$ cat src/rtl/seq_divider.sv
// seq_divider: sequential restoring divider, DW-bit dividend by VW-bit divisor.
// Resolves one quotient bit per clock behind a start/ready/done handshake.
// Results and the divide-by-zero flag are registered and held until the
// next accepted operation reaches DONE (div_by_zero clears at acceptance).
module seq_divider #(
    parameter int DW = 8,
    parameter int VW = 4
) (
    input  logic          clk,
    input  logic          rst,
    input  logic          start,
    input  logic [DW-1:0] dividend,
    input  logic [VW-1:0] divisor,
    output logic          ready,
    output logic          busy,
    output logic          done,
    output logic [DW-1:0] quotient,
    output logic [VW-1:0] remainder,
    output logic          div_by_zero
);

    // Iteration counter only needs to reach DW-1; the last step is detected
    // by comparison rather than by overflow.
    localparam int CW = (DW > 1) ? $clog2(DW) : 1;

    typedef enum logic [1:0] {
        ST_IDLE = 2'b00,
        ST_RUN  = 2'b01,
        ST_DONE = 2'b10
    } state_t;

    // One restoring step. The trial value is VW+1 bits wide ({R, next MSB});
    // the returned remainder is only VW bits because after a successful
    // subtract it is below the divisor, and after a failed one the trial was
    // already below the divisor, so the top bit is always zero.
    // Returns {new_remainder, quotient_bit}.
    function automatic logic [VW:0] restore_step(
        input logic [VW-1:0] r,
        input logic [VW-1:0] d,
        input logic          msb
    );
        logic [VW:0] t;
        t = {r, msb};
        if (t >= {1'b0, d}) begin
            restore_step = {t[VW-1:0] - d, 1'b1};
        end else begin
            restore_step = {t[VW-1:0], 1'b0};
        end
    endfunction

    state_t        state_r;
    state_t        state_nxt_s;

    logic [DW-1:0] dq_r;        // dividend shifting out / quotient shifting in
    logic [VW-1:0] d_r;         // captured divisor
    logic [VW-1:0] r_r;         // partial remainder
    logic [CW-1:0] cnt_r;       // completed RUN steps

    logic [DW-1:0] quotient_r;
    logic [VW-1:0] remainder_r;
    logic          dbz_r;

    logic          accept_s;
    logic          zero_div_s;
    logic          last_s;
    logic [VW:0]   step_s;
    logic [VW-1:0] r_step_s;
    logic [DW-1:0] dq_step_s;

    // Handshake decode and the combinational restoring step.
    always_comb begin
        accept_s   = 1'b0;
        zero_div_s = 1'b0;
        last_s     = 1'b0;
        step_s     = {(VW+1){1'b0}};
        r_step_s   = {VW{1'b0}};
        dq_step_s  = {DW{1'b0}};

        accept_s   = (state_r == ST_IDLE) && start;
        zero_div_s = (divisor == {VW{1'b0}});
        last_s     = (cnt_r == CW'(DW - 1));
        step_s     = restore_step(r_r, d_r, dq_r[DW-1]);
        r_step_s   = step_s[VW:1];
        dq_step_s  = {dq_r[DW-2:0], step_s[0]};
    end

    // Next-state logic: IDLE -> RUN (or straight to DONE on a zero divisor),
    // RUN for DW steps, DONE for exactly one cycle.
    always_comb begin
        state_nxt_s = state_r;
        case (state_r)
            ST_IDLE: begin
                if (start) begin
                    if (zero_div_s) begin
                        state_nxt_s = ST_DONE;
                    end else begin
                        state_nxt_s = ST_RUN;
                    end
                end else begin
                    state_nxt_s = ST_IDLE;
                end
            end
            ST_RUN: begin
                if (last_s) begin
                    state_nxt_s = ST_DONE;
                end else begin
                    state_nxt_s = ST_RUN;
                end
            end
            ST_DONE: begin
                state_nxt_s = ST_IDLE;
            end
            default: begin
                state_nxt_s = ST_IDLE;
            end
        endcase
    end

    // State register.
    always_ff @(posedge clk or posedge rst) begin
        if (rst) begin
            state_r <= ST_IDLE;
        end else begin
            state_r <= state_nxt_s;
        end
    end

    // Working registers: capture operands on acceptance, step during RUN.
    always_ff @(posedge clk or posedge rst) begin
        if (rst) begin
            dq_r  <= {DW{1'b0}};
            d_r   <= {VW{1'b0}};
            r_r   <= {VW{1'b0}};
            cnt_r <= {CW{1'b0}};
        end else if (accept_s) begin
            dq_r  <= dividend;
            d_r   <= divisor;
            r_r   <= {VW{1'b0}};
            cnt_r <= {CW{1'b0}};
        end else if (state_r == ST_RUN) begin
            dq_r  <= dq_step_s;
            r_r   <= r_step_s;
            cnt_r <= cnt_r + CW'(1);
        end else begin
            dq_r  <= dq_r;
            d_r   <= d_r;
            r_r   <= r_r;
            cnt_r <= cnt_r;
        end
    end

    // Result registers: loaded on the edge that enters DONE so the values
    // are already valid in the cycle where done is high.
    always_ff @(posedge clk or posedge rst) begin
        if (rst) begin
            quotient_r  <= {DW{1'b0}};
            remainder_r <= {VW{1'b0}};
            dbz_r       <= 1'b0;
        end else if (accept_s) begin
            if (zero_div_s) begin
                quotient_r  <= {DW{1'b1}};
                remainder_r <= dividend[VW-1:0];
                dbz_r       <= 1'b1;
            end else begin
                dbz_r       <= 1'b0;
            end
        end else if ((state_r == ST_RUN) && last_s) begin
            quotient_r  <= dq_step_s;
            remainder_r <= r_step_s;
        end else begin
            quotient_r  <= quotient_r;
            remainder_r <= remainder_r;
            dbz_r       <= dbz_r;
        end
    end

    assign ready       = (state_r == ST_IDLE);
    assign busy        = (state_r == ST_RUN);
    assign done        = (state_r == ST_DONE);
    assign quotient    = quotient_r;
    assign remainder   = remainder_r;
    assign div_by_zero = dbz_r;

endmodule

$ cat config.mk
export PLATFORM = sky130hd
export DESIGN_NAME = seq_divider
export DESIGN_NICKNAME = d
export VERILOG_FILES = /design/src/rtl/seq_divider.sv
export SDC_FILE = /design/constraint.sdc
export NUM_CORES = 1
export LEC_CHECK = 0
export ABC_AREA = 1
export BUFFER_PORTS_ARGS = -buffer_cell sky130_fd_sc_hd__buf_2
export CORE_ASPECT_RATIO = 1.4
export CORE_MARGIN = 4
export CORE_UTILIZATION = 55
export DETAILED_ROUTE_END_ITERATION = 12
export HOLD_SLACK_MARGIN = 0.08
export PLACE_DENSITY = 0.79
export SETUP_SLACK_MARGIN = 0.15
export SLEW_MARGIN = 30
export SYNTH_ARGS = -nofsm -noshare
export SYNTH_HDL_FRONTEND = slang
export SYNTH_SLANG_ARGS = --single-unit
export TNS_END_PERCENT = 30
$ cat constraint.sdc
create_clock -name clk -period 4.5 [get_ports clk]
set_clock_uncertainty 0.2 [all_clocks]
set_input_delay 0.45 -clock clk [delete_from_list [all_inputs] [get_ports clk]]
set_output_delay 0.45 -clock clk [all_outputs]
set_load 0.02 [all_outputs]
==> impl_results.md <==
* Status: completed
* Seq/Total Area, Yosys at 0.484
* Max cap viols at 0
* CP Data Arrival Time at 1.92 ns
* Mapped Area at around 1800 um2
* Reg-to-Reg End: remainder[1]$_DFFE_PP0P_
* Max-slew violations at 0
* Warnings, synthesis at 0
* Worst-Skew Late Latency at 0.28 ns
* Fin crit period at between 1.5 and 2 ns
* CP most frequent cell: nand2_1
* Sequential power share at 0.337
* Die Y at ~75 um
* Initial core utilization at 0.568
* Final Cell Area at ~2000 um2
* Net Count, Synth at between 200 and 250
* Final setup viols at 0
* Rows at 24
* WHS at roughly 0.19 ns
* Depth of the CTS H-tree at 2
* Sw Share at 0.455
* DIE AREA at 4180 um2
* Post-synth top cells: 57 x nand2_1, 34 x dfrtp_1, 28 x inv_1
* Buffers & Inverters on Critical Path at 1
* Crit path max-delay cell type: dfrtp_1
* Max incr delay on CP at approximately 0.4 ns
* Worst Hold Path EP: d_r[2]$_DFFE_PP0P_
* Routed len/inst at 12.9 um
* Yosys reg bits at 34
* Postcts setup bufs at 0
* First-pass GRT wire length at between 6 and 7 mm
* Overall routed net length at approximately 3.6 mm
* Dpl cell area at 1920 um2
* Antenna violations before repair at 0
* Final-report hold violation count at 0
* Setup CP Type: reg2reg
* Clk network pwr share at 0.131
* Largest net degree at the start of global routing at 35
* Layout cells sized above 1 at 0.210
* Vias in the first global route at 1408
* RD Place Congestion at a little under 0.9
* Synth async-reset ratio at 1.00
* Pint at a little under 0.0009 W
* Primary FF master, synth: dfrtp_1
* Synth top area share at 0.484
* DRC at 0
* Synth area leader: dfrtp_1
* Hold Buf Count CTS at 1
* Core area at 3090 um2
* Final period util at 0.432
* Peak VDD IR at 0.000448 V
* Io pins at 31
* CTS buffer count at 5
* Final setup TNS at 0 ns
* Detailed Routing Iterations Pass 1 at 4
* Tightest Pin Transition at 0.432 ns
* Initial DRC count at between 50 and 60
* Number of synthesized flops with an enable pin at 0
* Synth-to-layout area growth at 14.2%
* Clk buf depth at 2
* Combinational power share at 0.532
* Crit-path leading delay family: simple AND/OR/NAND/NOR gates
* PostCTS Resize Cnt at 0
* Cell count after synthesis at 209
* Syn_area_per_cell at roughly 8.4 um2
* LEAKAGE at ~1.1 nW
* Crit path required time at about 4.5 ns
* Count of cell types in the netlist at 27
* Grt ovf at 0
* Total number of vias at 1421
* Worst Min Path Start: divisor[2]
* Root buf cell: clkbuf_8
* Post-DRT Antenna Nets at 0
* Hpwl dp at between 2 and 3 mm
* Worst R2R Path Depth at 9
* Startpoint Class: flop
* Global Route Usage Sum at 0.197
* Pwr/cell area at 790 nW/um2
* R2r setup slk at 2.56 ns
* NetSw at slightly above 0.0007 W
* Layout Nets at approximately 270
* Clock Sink Count at 34
* Clk slew on worst S/H paths at 0.07 ns
* RSZ-0062 raised after global routing: false
* Slew margin rel. at 0.712
* DIE WIDTH at ~56 um
* Most frequent cell after synthesis: nand2_1
* N_diodes at 0
* IO buf count at 30
* Highest Clock Rate at between 500 and 600 MHz
* DR vias/cell at between 5 and 6
* Largest cells by area after synthesis: dfrtp_1 48%, nand2_1 12%, inv_1 6.0%, o21ai_0 4.8%, ha_1 4.3%
* Crit-path cells: ha_1 -> nand2_1 -> nor2_1 -> nor2_1 -> nand2_1 -> nand3_1 -> nand3_1 -> nand2_1 -> inv_1
* TritonCTS clock tree: built
* Crit end category: flop
* Hold Crit Class: in2reg
* Worst R2R Start: r_r[1]$_DFFE_PP0P_
* Worst hold path stage count at 3
* Maximum fanout along the worst path at 5
-- cell families after synthesis --
group / share of synthesized area
AO/OA/AOI/OAI: 0.0890
XOR/XNOR: 0.00499
adder cells (fa/ha/maj): 0.0541
buffers and inverters: 0.0912
flip-flops: 0.484
AND/OR/NAND/NOR: 0.276
-- per-layer routing --
| layer | global-route usage | vias to the layer above | routed length [um] | part of all wire |
|---|---|---|---|---|
| li1 | - | 720 | - | - |
| met1 | 0.216 | 671 | 1540 | 0.42 |
| met2 | 0.359 | 24 | 1880 | 0.52 |
| met3 | 0.0480 | 6 | 128 | 0.035 |
| met4 | 0.100 | 0 | 74 | 0.020 |
| met5 | 0 | - | 0 | 0 |
-- flip-flops by register name (all words and copies together), names as in the netlist --
name,count
state_r,2
cnt_r,3
dq_r,8
d_r,4
quotient,8
remainder,4
r_r,4
div_by_zero,1
-- power groups by stage --
stage	Sequential, W	Combinational, W	Clock [W]
6_report	0.000535	0.000843	0.000208
5_1_grt	0.000553	0.000965	0.000226
4_1_cts	0.000535	0.000845	0.000213
3_5_place_dp	0.000538	0.000837	0
3_3_place_gp	0.000535	0.000821	0
2_1_floorplan	0.000587	0.000598	0
-- through the flow --
step                 util  total power, W  instances  setup WS [ns]
floorplan               -         0.00118        209           2.79
global route        0.649         0.00175        282           2.39
detailed placement  0.621         0.00137        274           2.57
CTS                 0.649         0.00159        282           2.56
finish              0.649         0.00159        282           2.56
global placement    0.621         0.00136        274           2.58
-- cell type report --
type	count	area [um2]
inverters	30	118
flip-flops and latches	34	851
well taps	39	48.8
fillers	269	1090
multi-input cells	140	746
repair buffers	32	168
clock buffers	7	76.3
-- cells in the final DEF, fill, tap and decap left out, types with 4 or more instances in the layout --
master     n
clkbuf_8   5
nand3_1   10
nand4_1    5
o21ai_0   17
dfrtp_1   34
buf_2     30
nor2_1    19
inv_1     28
or2_1      4
or2_2      4
ha_1       6
nand2_1   57
-- worst max path at each step --
stage,from,endpoint,depth (start not counted)
6_report,r_r[1]$_DFFE_PP0P_,remainder[1]$_DFFE_PP0P_,9
5_1_grt,d_r[1]$_DFFE_PP0P_,r_r[2]$_DFFE_PP0P_,10
4_1_cts,cnt_r[0]$_DFFE_PP0P_,remainder[3]$_DFFE_PP0P_,9
3_5_place_dp,start,dq_r[6]$_DFFE_PP0P_,6
3_3_place_gp,start,dq_r[6]$_DFFE_PP0P_,6
2_1_floorplan,r_r[1]$_DFFE_PP0P_,remainder[2]$_DFFE_PP0P_,9
-- worst min-delay path, cell delays in order --
cell and delay (ns):
buf_2 0.09, nand2_1 0.04, o21ai_0 0.05
(Power assumes the default switching activity.)
